--- src/rtl/mem_port_arbiter_pkg.sv ---
// Shared types for the parameter-RAM port arbiter: read-return owner tag,
// the bus-level request record and the owner selection helper.
package mem_port_arbiter_pkg;

  localparam int unsigned MemWordWidth = 8;
  localparam int unsigned MemAddrWidth = 2;

  // Who the word coming back from the RAM next cycle belongs to
  typedef enum logic [1:0] {
    RdNone = 2'd0,
    RdHost = 2'd1,
    RdDsp  = 2'd2
  } rd_owner_e;

  // One requester access at the default bus widths
  typedef struct packed {
    logic                    we;
    logic [MemAddrWidth-1:0] addr;
    logic [MemWordWidth-1:0] wdata;
  } mem_req_t;

  // Tag for the read issued this cycle; host writes return nothing
  function automatic rd_owner_e rd_owner_next(input logic dsp_gnt, input logic host_gnt,
                                              input logic host_we);
    if (dsp_gnt) begin
      return RdDsp;
    end
    if (host_gnt && !host_we) begin
      return RdHost;
    end
    return RdNone;
  endfunction

endpackage

--- src/rtl/mem_port_arbiter_if.sv ---
// Host, DSP and RAM-side signals of the parameter-RAM arbiter.
// master: requesters plus RAM (environment side); slave: the arbiter itself.
interface mem_port_arbiter_if
  import mem_port_arbiter_pkg::*;
#(
  parameter int unsigned WORD_WIDTH = MemWordWidth,
  parameter int unsigned ADDR_WIDTH = MemAddrWidth
);

  // Host requester (memif behind the SPI slave)
  logic                  host_req;
  logic                  host_we;
  logic [ADDR_WIDTH-1:0] host_addr;
  logic [WORD_WIDTH-1:0] host_wdata;
  logic                  host_gnt;
  logic                  host_rvalid;
  logic [WORD_WIDTH-1:0] host_rdata;

  // DSP coefficient fetch engine (read only)
  logic                  dsp_req;
  logic [ADDR_WIDTH-1:0] dsp_addr;
  logic                  dsp_lock;
  logic                  dsp_gnt;
  logic                  dsp_rvalid;
  logic [WORD_WIDTH-1:0] dsp_rdata;

  // Single-port RAM with registered read data
  logic [ADDR_WIDTH-1:0] mem_addr;
  logic [WORD_WIDTH-1:0] mem_wdata;
  logic                  mem_we;
  logic [WORD_WIDTH-1:0] mem_rdata;

  modport master (
    output host_req, host_we, host_addr, host_wdata,
    output dsp_req, dsp_addr, dsp_lock,
    output mem_rdata,
    input  host_gnt, host_rvalid, host_rdata,
    input  dsp_gnt, dsp_rvalid, dsp_rdata,
    input  mem_addr, mem_wdata, mem_we
  );

  modport slave (
    input  host_req, host_we, host_addr, host_wdata,
    input  dsp_req, dsp_addr, dsp_lock,
    input  mem_rdata,
    output host_gnt, host_rvalid, host_rdata,
    output dsp_gnt, dsp_rvalid, dsp_rdata,
    output mem_addr, mem_wdata, mem_we
  );

endinterface

--- src/rtl/mem_port_arbiter.sv ---
// Two-requester arbiter for the single-port parameter RAM.
// The DSP wins by default; a saturating wait counter hands the host the port
// after MAX_HOST_WAIT refused cycles, and dsp_lock shuts the host out entirely.
// Read data is passed straight from the RAM and qualified by a per-requester
// valid that is registered alongside the RAM's own read register.
module mem_port_arbiter
  import mem_port_arbiter_pkg::*;
#(
  parameter int unsigned WORD_WIDTH    = MemWordWidth,
  parameter int unsigned ADDR_WIDTH    = MemAddrWidth,
  parameter int unsigned MAX_HOST_WAIT = 4
) (
  input logic               clk,
  input logic               reset_n,
  mem_port_arbiter_if.slave io_bus
);

  localparam int unsigned WAIT_WIDTH = $clog2(MAX_HOST_WAIT + 1);
  localparam logic [WAIT_WIDTH-1:0] WaitMax = WAIT_WIDTH'(MAX_HOST_WAIT);

  logic                  w_host_force;
  logic                  w_host_gnt;
  logic                  w_dsp_gnt;
  logic                  w_mem_we;
  logic [ADDR_WIDTH-1:0] w_mem_addr;
  logic [WORD_WIDTH-1:0] w_mem_wdata;

  logic [WAIT_WIDTH-1:0] r_wait_cnt;
  rd_owner_e             r_rd_owner;

  // Grant decision: DSP first unless the host has waited long enough; lock blocks the host
  always_comb begin
    w_host_force = (r_wait_cnt == WaitMax) && !io_bus.dsp_lock;
    w_dsp_gnt    = reset_n && io_bus.dsp_req && !w_host_force;
    w_host_gnt   = reset_n && io_bus.host_req && !io_bus.dsp_lock &&
                   (!io_bus.dsp_req || w_host_force);
  end

  // RAM port steering: the host address is the idle default, only the host writes
  always_comb begin
    w_mem_addr  = w_dsp_gnt ? io_bus.dsp_addr : io_bus.host_addr;
    w_mem_we    = w_host_gnt && io_bus.host_we;
    w_mem_wdata = io_bus.host_wdata;
  end

  // Count refused host cycles; frozen under lock, cleared once the host is served or gives up
  always_ff @(posedge clk) begin
    if (!reset_n) begin
      r_wait_cnt <= '0;
    end else if (!io_bus.host_req || w_host_gnt) begin
      r_wait_cnt <= '0;
    end else if (!io_bus.dsp_lock && (r_wait_cnt != WaitMax)) begin
      r_wait_cnt <= r_wait_cnt + 1'b1;
    end
  end

  // Remember who issued this cycle's read so the returning word is tagged correctly
  always_ff @(posedge clk) begin
    if (!reset_n) begin
      r_rd_owner <= RdNone;
    end else begin
      r_rd_owner <= rd_owner_next(w_dsp_gnt, w_host_gnt, io_bus.host_we);
    end
  end

  assign io_bus.host_gnt    = w_host_gnt;
  assign io_bus.dsp_gnt     = w_dsp_gnt;
  assign io_bus.mem_addr    = w_mem_addr;
  assign io_bus.mem_we      = w_mem_we;
  assign io_bus.mem_wdata   = w_mem_wdata;

  assign io_bus.host_rvalid = (r_rd_owner == RdHost);
  assign io_bus.dsp_rvalid  = (r_rd_owner == RdDsp);
  assign io_bus.host_rdata  = io_bus.mem_rdata;
  assign io_bus.dsp_rdata   = io_bus.mem_rdata;

endmodule

--- src/flat_wrapper.sv ---
// flat-port wrapper written by rule: the top's interface ports become plain ports
module mem_port_arbiter_flat import mem_port_arbiter_pkg::*;
#(
  parameter int unsigned WORD_WIDTH    = MemWordWidth,
  parameter int unsigned ADDR_WIDTH    = MemAddrWidth,
  parameter int unsigned MAX_HOST_WAIT = 4
)
  (clk, reset_n, io_bus_host_req, io_bus_host_we, io_bus_host_addr, io_bus_host_wdata, io_bus_dsp_req, io_bus_dsp_addr, io_bus_dsp_lock, io_bus_mem_rdata, io_bus_host_gnt, io_bus_host_rvalid, io_bus_host_rdata, io_bus_dsp_gnt, io_bus_dsp_rvalid, io_bus_dsp_rdata, io_bus_mem_addr, io_bus_mem_wdata, io_bus_mem_we);
  mem_port_arbiter_if #(.WORD_WIDTH(WORD_WIDTH), .ADDR_WIDTH(ADDR_WIDTH)) io_bus_i ();
  input logic clk;
  input logic reset_n;
  input wire logic [$bits(io_bus_i.host_req)-1:0] io_bus_host_req;
  input wire logic [$bits(io_bus_i.host_we)-1:0] io_bus_host_we;
  input wire logic [$bits(io_bus_i.host_addr)-1:0] io_bus_host_addr;
  input wire logic [$bits(io_bus_i.host_wdata)-1:0] io_bus_host_wdata;
  input wire logic [$bits(io_bus_i.dsp_req)-1:0] io_bus_dsp_req;
  input wire logic [$bits(io_bus_i.dsp_addr)-1:0] io_bus_dsp_addr;
  input wire logic [$bits(io_bus_i.dsp_lock)-1:0] io_bus_dsp_lock;
  input wire logic [$bits(io_bus_i.mem_rdata)-1:0] io_bus_mem_rdata;
  output wire logic [$bits(io_bus_i.host_gnt)-1:0] io_bus_host_gnt;
  output wire logic [$bits(io_bus_i.host_rvalid)-1:0] io_bus_host_rvalid;
  output wire logic [$bits(io_bus_i.host_rdata)-1:0] io_bus_host_rdata;
  output wire logic [$bits(io_bus_i.dsp_gnt)-1:0] io_bus_dsp_gnt;
  output wire logic [$bits(io_bus_i.dsp_rvalid)-1:0] io_bus_dsp_rvalid;
  output wire logic [$bits(io_bus_i.dsp_rdata)-1:0] io_bus_dsp_rdata;
  output wire logic [$bits(io_bus_i.mem_addr)-1:0] io_bus_mem_addr;
  output wire logic [$bits(io_bus_i.mem_wdata)-1:0] io_bus_mem_wdata;
  output wire logic [$bits(io_bus_i.mem_we)-1:0] io_bus_mem_we;
  assign io_bus_i.host_req = io_bus_host_req;
  assign io_bus_i.host_we = io_bus_host_we;
  assign io_bus_i.host_addr = io_bus_host_addr;
  assign io_bus_i.host_wdata = io_bus_host_wdata;
  assign io_bus_i.dsp_req = io_bus_dsp_req;
  assign io_bus_i.dsp_addr = io_bus_dsp_addr;
  assign io_bus_i.dsp_lock = io_bus_dsp_lock;
  assign io_bus_i.mem_rdata = io_bus_mem_rdata;
  assign io_bus_host_gnt = io_bus_i.host_gnt;
  assign io_bus_host_rvalid = io_bus_i.host_rvalid;
  assign io_bus_host_rdata = io_bus_i.host_rdata;
  assign io_bus_dsp_gnt = io_bus_i.dsp_gnt;
  assign io_bus_dsp_rvalid = io_bus_i.dsp_rvalid;
  assign io_bus_dsp_rdata = io_bus_i.dsp_rdata;
  assign io_bus_mem_addr = io_bus_i.mem_addr;
  assign io_bus_mem_wdata = io_bus_i.mem_wdata;
  assign io_bus_mem_we = io_bus_i.mem_we;
  mem_port_arbiter #(.WORD_WIDTH(WORD_WIDTH), .ADDR_WIDTH(ADDR_WIDTH), .MAX_HOST_WAIT(MAX_HOST_WAIT)) u_core (.clk(clk), .reset_n(reset_n), .io_bus(io_bus_i));
endmodule
--- config.mk ---
export PLATFORM = sky130hd
export DESIGN_NAME = mem_port_arbiter_flat
export DESIGN_NICKNAME = d
export VERILOG_FILES = /design/src/rtl/mem_port_arbiter_pkg.sv /design/src/rtl/mem_port_arbiter_if.sv /design/src/rtl/mem_port_arbiter.sv /design/src/flat_wrapper.sv
export SDC_FILE = /design/constraint.sdc
export NUM_CORES = 1
export LEC_CHECK = 0
export CAP_MARGIN = 10
export CELL_PAD_IN_SITES_DETAIL_PLACEMENT = 1
export CELL_PAD_IN_SITES_GLOBAL_PLACEMENT = 1
export CORE_AREA = 2 2 58 60
export CTS_CLUSTER_SIZE = 10
export DETAILED_ROUTE_END_ITERATION = 12
export DIE_AREA = 0 0 60 62
export PLACE_DENSITY = 0.74
export SETUP_SLACK_MARGIN = 0.15
export SYNTH_ARGS = -nofsm -noshare
export SYNTH_HDL_FRONTEND = slang
export SYNTH_SLANG_ARGS = --single-unit
--- constraint.sdc ---
create_clock -name clk -period 1.78 [get_ports clk]
set_input_delay 0.356 -clock clk [delete_from_list [all_inputs] [get_ports clk]]
set_output_delay 0.356 -clock clk [all_outputs]
set_load 0.02 [all_outputs]
==> impl_metrics.csv, run 1 <==
group,metric,value,unit
pwr,p_clk_share,40.3,%
clocking,cts_tree,"built",
final_layout,synthToLayoutAreaGrowth,42.4,%
route,wl,1160,µm
route,drtAntennaViolNets,0,
synth,synth.avg_cell_area,8.13,µm²
clocking,cts-root-buf,"clkbuf_4",
floorplan,pin_count,57,
run_status,violations,"setup timing",
synth,ys_seq_area_share,21.2,%
timing,rsz0062_at_grt,"yes",
global_routing,grt-ovfl-total,0,
place,portBuffers,16,
route,wl_per_cell,10.2,µm
timing,skew,0.00406,ns
final_layout,finalNonFillerCells,113,
global_routing,grt.total_usage,7.37,%
pwr,switching_share,26.3,%
floorplan,start_util,14.8,%
final_layout,nets,96,
timing,finalSetupViolations,3,
floorplan,die-width,60,µm
worst_setup_path,cp.required,1.42,ns
timing,holdWs,0.556,ns
worst_setup_path,reg2reg_slack,0.42,ns
worst_setup_path,path_delay_family,"flip-flops",
clocking,clockBufferDepth,2,
final_layout,fillers,369,
final_layout,diodes,0,
timing,finalWorstSetupSlack,-0.102,ns
route,vias,384,
timing,tightest_slew,0.252,ns
pwr,powerDensity,511,nW/µm²
synth,ys_seq_elements,5,
floorplan,dieHeight,62,µm
pwr,p_leak,0.294,nW
final_layout,drive_gt1_share,47.8,%
timing,hold_violations,0,
timing,maxSlewViolCount,0,
clocking,h-tree-depth,1,
worst_setup_path,crit_path_cell_trace,"inv_2 -> ha_4 -> nand2_4 -> o211a_4 -> mux2_4 -> buf_6",
place,placed_cells,106,
floorplan,die_area,3720,µm²
worst_setup_path,crit_path_end_kind,"primary output",
place,post-dp-hpwl,928,µm
worst_setup_path,slowest_stage,"dfxtp_2",
timing,timing.fmax,0.531,GHz
synth,mappedNetlistArea,472,µm²
global_routing,grt_pass1_wl,1840,µm
pwr,peakVddDrop,0.190,mV
worst_setup_path,cp_num_buf_inv,2,
worst_setup_path,cp_slowest_stage_delay,0.32,ns
global_routing,antenna_found_initial,0,
timing,min_period_over_period,106,%
min_path,worstHoldPathType,"input port to register",
synth,synthCells,58,
worst_setup_path,cp-start-kind,"register",
clocking,cts-buffers-inserted,3,
clocking,cts_hold_buf,0,
worst_setup_path,cp-startpoint,"u_core.r_wait_cnt[1]",
worst_setup_path,timing.rr.start,"u_core.r_wait_cnt[0]",
worst_setup_path,cp.arrival,1.53,ns
synth,synthTopCellsByArea,"buf_4, dfxtp_1, mux2_4, ha_1, o211a_1",
synth,ys_types,19,
final_layout,multi_input_area,215,µm²
min_path,worstHoldStart,"reset_n",
final_layout,ff_latch_area,103,µm²
route,avgViaCountPerCell,3.40,
synth,syn_nets,86,
place,gp_congestion,0.616,
global_routing,grt_pass1_vias,426,
floorplan,placementRows,21,
pwr,p_int,0.253,mW
pwr,power.switching,0.0904,mW
route,drtPass1Iterations,2,
synth,yosysTopAreaCell,"buf_4",
global_routing,grt_max_degree,9,
route,drc,0,
worst_setup_path,path_max_fanout,3,
run_status,status,"complete, but fails checks",
final_layout,fin_util,21.1,%
timing,period_minus_slack,1.88,ns
pwr,power_frac_comb,25.9,%
synth,synth_top_area_share,38.2,%
clocking,clkSinkCount,5,
synth,synth_warnings,0,
pwr,seqPwrFrac,33.8,%
timing,maxSlewHeadroom,83.0,%
worst_setup_path,crit_type,"register to primary output",
route,initialDrtViolationCount,2,
clocking,clk_pin_slew,0.05,ns
clocking,insertion_delay,0.25,ns
flow_run,drv_cap,0,
floorplan,core_area,3180,µm²
[power groups by stage]
stage	Sequential [mW]	Combinational, mW	Clock [mW]
after floorplan	0.118	0.112	0
after global placement	0.118	0.0851	0
after detailed placement	0.118	0.0880	0
after CTS	0.116	0.0886	0.142
after global routing	0.116	0.0965	0.143
final	0.116	0.0887	0.138
[state kept, by name, summed over array words and instances (netlist names)]
name               count
u_core.r_rd_owner      2
u_core.r_wait_cnt      3
[cells in the final DEF (no fill, tap or decap), types with 2 or more instances in the layout]
cell type,instances
a21oi_1,3
buf_4,14
buf_6,4
clkbuf_4,3
clkdlybuf4s50_1,6
dfxtp_1,3
dfxtp_2,2
dlygate4sd2_1,6
inv_2,2
mux2_4,2
nand2_1,4
nor2_1,2
nor2b_1,2
[worst paths after layout]
path                                        endpoint  cells after the start
worst max-delay path              io_bus_mem_addr[1]                      6
worst min-delay path            u_core.r_rd_owner[1]                      2
worst max register to register  u_core.r_wait_cnt[2]                      7
worst min register to register  u_core.r_wait_cnt[2]                      2
[cells in the mapped netlist]
master,n
a21oi_1,3
nor4_1,1
nor3_1,1
mux2_4,2
buf_4,24
o21ai_0,1
nand3_1,1
ha_1,2
nor2_1,2
a21boi_1,1
nand2_1,5
nor3b_1,1
dfxtp_1,5
and2_1,1
nand3b_1,1
buf_2,1
o211a_1,2
nor2b_1,2
inv_1,2
[final cells by class]
cell class | instances | area share, %
clock buffers | 4 | 3.91
inverters | 2 | 1.12
multi-input cells | 26 | 32.0
flip-flops and latches | 5 | 15.3
well taps | 46 | 8.57
repair buffers | 30 | 39.1
[logic make-up (layout without fill, tap and decap cells)]
| group | after synthesis | after routing | share of synthesized area (%) |
|---|---|---|---|
| buf+inv | 27 | 36 | 40.8 |
| fa+ha+maj | 2 | 2 | 5.30 |
| mux | 2 | 2 | 6.37 |
| flops | 5 | 5 | 21.2 |
| compound gates | 7 | 7 | 10.1 |
| simple gates | 15 | 15 | 16.2 |
[routing by layer]
metal / up-vias / GRT usage (%) / wire [µm]
met2: 19 / 13.7 / 628
li1: 182 / - / -
met1: 175 / 5.32 / 319
met3: 8 / 1.45 / 135
met4: 0 / 10.5 / 71
met5: - / 0 / 0
[through the flow]
step	worst slack (ns)	power, mW	cell area [µm²]	TNS [ns]
6_report	-0.102	0.343	672	-0.208
4_1_cts	-0.130	0.346	659	-0.275
3_3_place_gp	-0.538	0.203	599	-2.35
5_1_grt	-0.135	0.356	672	-0.386
2_1_floorplan	0.122	0.230	484	0
3_5_place_dp	-0.553	0.206	599	-2.41
[worst register-to-register path, delay by kind of cell (launching register included)]
| kind | cells | cell delay [ns] |
|---|---|---|
| compound gates | 2 | 0.24 |
| fa+ha+maj | 1 | 0.20 |
| buf+inv | 3 | 0.37 |
| flops | 1 | 0.32 |
| simple gates | 1 | 0.16 |
[repair_timing]
item / CTS / global route
endpoints found under the hold margin: 0 / 0
pin swaps: 5 / 3
setup endpoints to repair: 7 / 5
resized for setup: 38 / 1
buffers inserted: 2 / 1
(Power assumes the default switching activity.)
==> inputs of run 2 (changes only) <==
--- a/config.mk
+++ b/config.mk
@@ -8,11 +8,11 @@
 export CAP_MARGIN = 10
 export CELL_PAD_IN_SITES_DETAIL_PLACEMENT = 1
 export CELL_PAD_IN_SITES_GLOBAL_PLACEMENT = 1
-export CORE_AREA = 2 2 58 60
+export CORE_AREA = 2 2 53 65
 export CTS_CLUSTER_SIZE = 10
 export DETAILED_ROUTE_END_ITERATION = 12
-export DIE_AREA = 0 0 60 62
-export PLACE_DENSITY = 0.74
+export DIE_AREA = 0 0 55 67
+export PLACE_DENSITY = 0.75
 export SETUP_SLACK_MARGIN = 0.15
 export SYNTH_ARGS = -nofsm -noshare
 export SYNTH_HDL_FRONTEND = slang
==> run 2 against run 1 <==
Compared with the run above:
- the run still ends with setup timing left
- maximum frequency shrank 0.83%
- critical path depth is 2 lower
- global-route usage rose by 0.38 points
- combinational power up 16%
- highest routed layer unchanged
==> impl_metrics.csv, run 2 (same netlist as run 1, synthesis figures left out) <==
group,metric,value,unit
clocking,clk_pin_slew,0.04,ns
worst_setup_path,slowest_stage,"clkdlybuf4s50_1",
clocking,cts-root-buf,"clkbuf_4",
place,place_ws,-0.512,ns
timing,skew,0.00191,ns
timing,period_minus_slack,1.90,ns
global_routing,antenna_found_initial,0,
final_layout,drive_gt1_share,53.5,%
timing,finalWorstSetupSlack,-0.118,ns
final_layout,final_cell_area,709,µm²
pwr,p_int,0.263,mW
floorplan,pin_count,57,
route,drc,0,
timing,maxSlewViolCount,0,
timing,setup_tns,-0.311,ns
final_layout,final_cell_mix,"buf_4, clkdlybuf4s50_1, buf_6",
final_layout,largest-register,"u_core.r_wait_cnt",
pwr,power,0.361,mW
timing,min_period_over_period,107,%
worst_setup_path,cp-start-kind,"input port",
timing,tightest_slew,0.204,ns
worst_setup_path,cp.arrival,1.54,ns
clocking,clkSinkCount,5,
worst_setup_path,cp_slowest_stage_delay,0.46,ns
final_layout,largest_reg_flops,3,
timing,timing.fmax,0.527,GHz
timing,rsz0062_at_grt,"yes",
floorplan,placementRows,22,
floorplan,die-width,55,µm
pwr,power.switching,0.0982,mW
clocking,h-tree-depth,1,
route,avgViaCountPerCell,3.84,
place,post-dp-hpwl,891,µm
worst_setup_path,crit_path_end_kind,"primary output",
route,wl,1190,µm
clocking,insertion_delay,0.26,ns
global_routing,grt.total_usage,7.74,%
place,placed_cells,96,
final_layout,top_regs,"u_core.r_wait_cnt (3), u_core.r_rd_owner (2)",
worst_setup_path,path_max_fanout,3,
pwr,p_clk_share,39.4,%
final_layout,finalNonFillerCells,107,
worst_setup_path,crit_path_cell_trace,"clkdlybuf4s50_1 -> o211a_4 -> mux2_4 -> buf_6",
run_status,violations,"setup timing",
flow_run,drv_cap,0,
place,portBuffers,16,
clocking,cts_tree,"built",
final_layout,fin_util,23.4,%
floorplan,dieHeight,67,µm
global_routing,grt_max_degree,8,
place,gp_congestion,0.716,
timing,hold_violations,0,
global_routing,grt_pass1_vias,442,
floorplan,core_area,3030,µm²
timing,finalSetupViolations,4,
floorplan,die_area,3690,µm²
pwr,powerDensity,509,nW/µm²
pwr,peakVddDrop,0.249,mV
worst_setup_path,cp_num_buf_inv,2,
worst_setup_path,crit_type,"input port to primary output",
route,vias,411,
route,drtAntennaViolNets,0,
pwr,seqPwrFrac,32.1,%
place,placed_cell_area,587,µm²
final_layout,nets,100,
clocking,cts-buffers-inserted,3,
final_layout,final_common_cell,"buf_4",
final_layout,synthToLayoutAreaGrowth,50.4,%
worst_setup_path,path_delay_family,"buffers and inverters",
timing,maxSlewHeadroom,86.5,%
run_status,status,"complete, but fails checks",
pwr,p_leak,0.311,nW
floorplan,start_util,15.6,%
pwr,switching_share,27.2,%
pwr,power_frac_comb,28.5,%
worst_setup_path,cp.required,1.42,ns
clocking,cts_hold_buf,0,
final_layout,diodes,0,
global_routing,grt_pass1_wl,1860,µm
route,initialDrtViolationCount,3,
timing,holdWs,0.587,ns
min_path,worstHoldPathType,"register to register",
route,wl_per_cell,11.1,µm
clocking,clockBufferDepth,2,
route,drtPass1Iterations,2,
global_routing,grt-ovfl-total,0,
==> run 2: cell count changes in the layout (fill, tap and decap cells not counted), sizes merged <==
cell,previous run,this run
buf,18,23
clkdlybuf4s50,6,8
dlygate4sd2,6,3
==> run 2: cell type report <==
type / count / area [µm²]
clock buffer: 4 / 26.3
fill: 380 / 2320
inverter: 2 / 7.51
multi-input combinational: 26 / 230
sequential: 5 / 103
tap: 36 / 45.0
timing repair buffer: 34 / 298
==> run 2: timing repair <==
| action | 4_1_cts | 5_1_grt |
|---|---|---|
| endpoints found under the setup margin | 7 | 8 |
| endpoints found under the hold margin | 0 | 0 |
| pin swaps | 3 | 2 |
| setup buffers | 6 | 1 |
| cloned | 0 | 0 |
| gates resized for setup | 36 | 8 |
==> run 2: worst min-delay path, delay by kind of cell, from the launching register on <==
| kind | cells | cell delay, ns |
|---|---|---|
| buffers and inverters | 1 | 0.13 |
| flip-flops | 1 | 0.32 |
| AND/OR/NAND/NOR | 1 | 0.05 |
| AO/OA/AOI/OAI | 1 | 0.05 |
==> run 2: worst paths after layout <==
path / startpoint / endpoint / slack, ns / cells after the start
max: io_bus_dsp_lock / io_bus_mem_addr[1] / -0.12 / 4
min: u_core.r_wait_cnt[1] / u_core.r_wait_cnt[1] / 0.59 / 3
max reg2reg: u_core.r_wait_cnt[0] / u_core.r_wait_cnt[1] / 0.17 / 11
min reg2reg: u_core.r_wait_cnt[1] / u_core.r_wait_cnt[1] / 0.59 / 3
==> run 2: power groups by stage <==
stage               Sequential [mW]  Clock [mW]  Combinational [mW]
floorplan                     0.118           0               0.112
CTS                           0.116       0.147              0.0967
finish                        0.116       0.142               0.103
global placement              0.118           0              0.0856
global route                  0.116       0.156               0.111
detailed placement            0.118           0              0.0879
==> run 2: layer usage <==
metal | track usage (%) | vias up | share of wire, %
met5 | 0 | - | 0
met4 | 5.79 | 0 | 2.9
met3 | 5.61 | 6 | 12
met2 | 12.5 | 23 | 49
met1 | 6.16 | 191 | 35
li1 | - | 191 | -
==> inputs of run 3 (changes only) <==
--- a/config.mk
+++ b/config.mk
@@ -8,11 +8,12 @@
 export CAP_MARGIN = 10
 export CELL_PAD_IN_SITES_DETAIL_PLACEMENT = 1
 export CELL_PAD_IN_SITES_GLOBAL_PLACEMENT = 1
-export CORE_AREA = 2 2 53 65
+export CORE_AREA = 2 2 40 42
 export CTS_CLUSTER_SIZE = 10
 export DETAILED_ROUTE_END_ITERATION = 12
-export DIE_AREA = 0 0 55 67
-export PLACE_DENSITY = 0.75
+export DIE_AREA = 0 0 42 44
+export DONT_BUFFER_PORTS = 1
+export PLACE_DENSITY = 0.67
 export SETUP_SLACK_MARGIN = 0.15
 export SYNTH_ARGS = -nofsm -noshare
 export SYNTH_HDL_FRONTEND = slang
==> run 3 against run 2 <==
Compared with the run above:
- the run still ends with setup timing left
- clock power is 7% lower
- first-iteration DRC count decreased by 67%
- critical path depth up 1
- register-to-register slack better by 0.38 ns
- combinational power shrank 61%
- worst hold slack lost 0.40 ns
- final area shrank 42%
- final cell count down 45%
- sequential cell count stayed put
- sequential power is essentially flat
- critical path type is now register to primary output
- critical endpoint unchanged
- largest power group unchanged
==> impl_metrics.csv, run 3 (same netlist as run 1, synthesis figures left out) <==
group,metric,value,unit
floorplan,core_area,1420,µm²
floorplan,die_area,1850,µm²
timing,tightest_slew,0.391,ns
global_routing,grt_max_degree,11,
floorplan,dieHeight,44,µm
worst_setup_path,reg2reg_slack,0.55,ns
floorplan,start_util,33.2,%
clocking,cts-buffers-inserted,3,
timing,skew,0.00219,ns
min_path,worstHoldPathType,"input port to register",
global_routing,grt.total_usage,9.94,%
floorplan,die-width,42,µm
pwr,peakVddDrop,0.382,mV
run_status,status,"complete, but fails checks",
worst_setup_path,cp_num_buf_inv,1,
worst_setup_path,timing.rr.start,"u_core.r_wait_cnt[0]",
final_layout,final_cell_mix,"buf_4, nand2_1, a21oi_1, clkbuf_4, dfxtp_1",
timing,maxSlewHeadroom,73.9,%
final_layout,top_regs,"u_core.r_wait_cnt (3), u_core.r_rd_owner (2)",
worst_setup_path,crit_path_end_kind,"primary output",
min_path,worstHoldStart,"io_bus_host_we",
worst_setup_path,endpoint,"io_bus_mem_addr[1]",
pwr,powerDensity,700,nW/µm²
floorplan,pin_count,57,
place,place_ws,0.107,ns
final_layout,nets,72,
worst_setup_path,cp.arrival,1.44,ns
clocking,insertion_delay,0.24,ns
timing,min_period_over_period,101,%
clocking,clockBufferDepth,2,
worst_setup_path,cp.required,1.42,ns
global_routing,grt-ovfl-total,0,
final_layout,final_common_cell,"buf_4",
route,initialDrtViolationCount,1,
timing,hold_violations,0,
timing,timing.fmax,0.558,GHz
worst_setup_path,path_max_fanout,3,
clocking,cts-root-buf,"clkbuf_4",
timing,holdWs,0.183,ns
route,wl_per_cell,14.0,µm
worst_setup_path,cp-startpoint,"u_core.r_wait_cnt[0]",
clocking,clk_pin_slew,0.04,ns
timing,finalWorstSetupSlack,-0.0125,ns
route,drtPass1Iterations,2,
place,portBuffers,0,
flow_run,drv_cap,0,
worst_setup_path,crit_path_cell_trace,"inv_2 -> ha_4 -> nand2_2 -> o211a_4 -> mux2_4",
route,drtAntennaViolNets,0,
place,gp_congestion,0.723,
final_layout,diodes,0,
worst_setup_path,slowest_stage,"mux2_4",
timing,period_minus_slack,1.79,ns
worst_setup_path,cp_slowest_stage_delay,0.35,ns
worst_setup_path,worstRegToRegCells,7,
global_routing,grt_pass1_vias,308,
floorplan,placementRows,14,
final_layout,synthToLayoutAreaGrowth,-12.5,%
timing,finalSetupViolations,2,
worst_setup_path,path_delay_family,"multiplexers",
worst_setup_path,crit_type,"register to primary output",
run_status,violations,"setup timing",
pwr,power,0.289,mW
worst_setup_path,cp.depth,5,
timing,maxSlewViolCount,0,
clocking,clkSinkCount,5,
worst_setup_path,r2r_end,"u_core.r_wait_cnt[1]",
clocking,h-tree-depth,1,
route,vias,277,
final_layout,largest-register,"u_core.r_wait_cnt",
final_layout,drive_gt1_share,48.8,%
global_routing,antenna_found_initial,0,
route,wl,827,µm
clocking,cts_tree,"built",
final_layout,largest_reg_flops,3,
timing,rsz0062_at_grt,"yes",
route,avgViaCountPerCell,4.69,
worst_setup_path,cp-start-kind,"register",
global_routing,grt_pass1_wl,1240,µm
route,drc,0,
pwr,p_leak,0.167,nW
==> run 3: worst register-to-register path, stage by stage (launching register included) <==
cell and delay (ns):
dfxtp_2 0.33, inv_2 0.04, ha_4 0.15, buf_4 0.13, a21boi_2 0.17, buf_4 0.14, nand3b_1 0.07, a21oi_1 0.11
==> run 3: how the worst min path moves through the flow <==
stage               depth (start not counted)  slack [ns]              endpoint
finish                                      1        0.18  u_core.r_rd_owner[0]
detailed placement                          1        0.44  u_core.r_rd_owner[0]
global placement                            1        0.44  u_core.r_rd_owner[0]
floorplan                                   1        0.43  u_core.r_rd_owner[0]
global route                                1        0.17  u_core.r_rd_owner[0]
CTS                                         1        0.17  u_core.r_rd_owner[0]
==> run 3: layout make-up <==
cell class,instances,area [µm²]
multi-input cells,26,211
fillers,172,1010
inverters,2,7.51
flip-flops and latches,5,103
well taps,16,20.0
clock buffers,4,26.3
repair buffers,6,45.0
==> run 3: power breakdown <==
group          switching [mW]  internal, mW  total, mW
Combinational          0.0216        0.0190     0.0405
Clock                  0.0473        0.0848      0.132
Sequential            0.00125         0.115      0.116
Total                  0.0701         0.219      0.289
==> run 3: metrics by stage <==
stage / cells / TNS [ns] / area, µm² / util [%]
2_1_floorplan: 58 / 0 / 484 / -
3_3_place_gp: 51 / 0 / 334 / 23.5
3_5_place_dp: 51 / 0 / 334 / 23.5
4_1_cts: 59 / -0.115 / 408 / 28.7
5_1_grt: 59 / -0.119 / 413 / 29.1
6_report: 59 / -0.0239 / 413 / 29.1
==> run 3: routing by layer <==
metal  wire length, µm  part of all wire (%)  GRT usage [%]  vias up
li1                  -                     -              -      135
met1               239                    29           6.05      128
met2               453                    55           18.1       12
met3               124                    15           8.75        2
met4                 9                   1.1           7.10        0
met5                 0                     0              0        -
==> run 3: what timing repair did <==
action	in CTS	in global routing
resized for setup	7	2
setup endpoints to repair	4	4
hold buffers	0	0
pin swaps	2	2
setup buffers	4	0
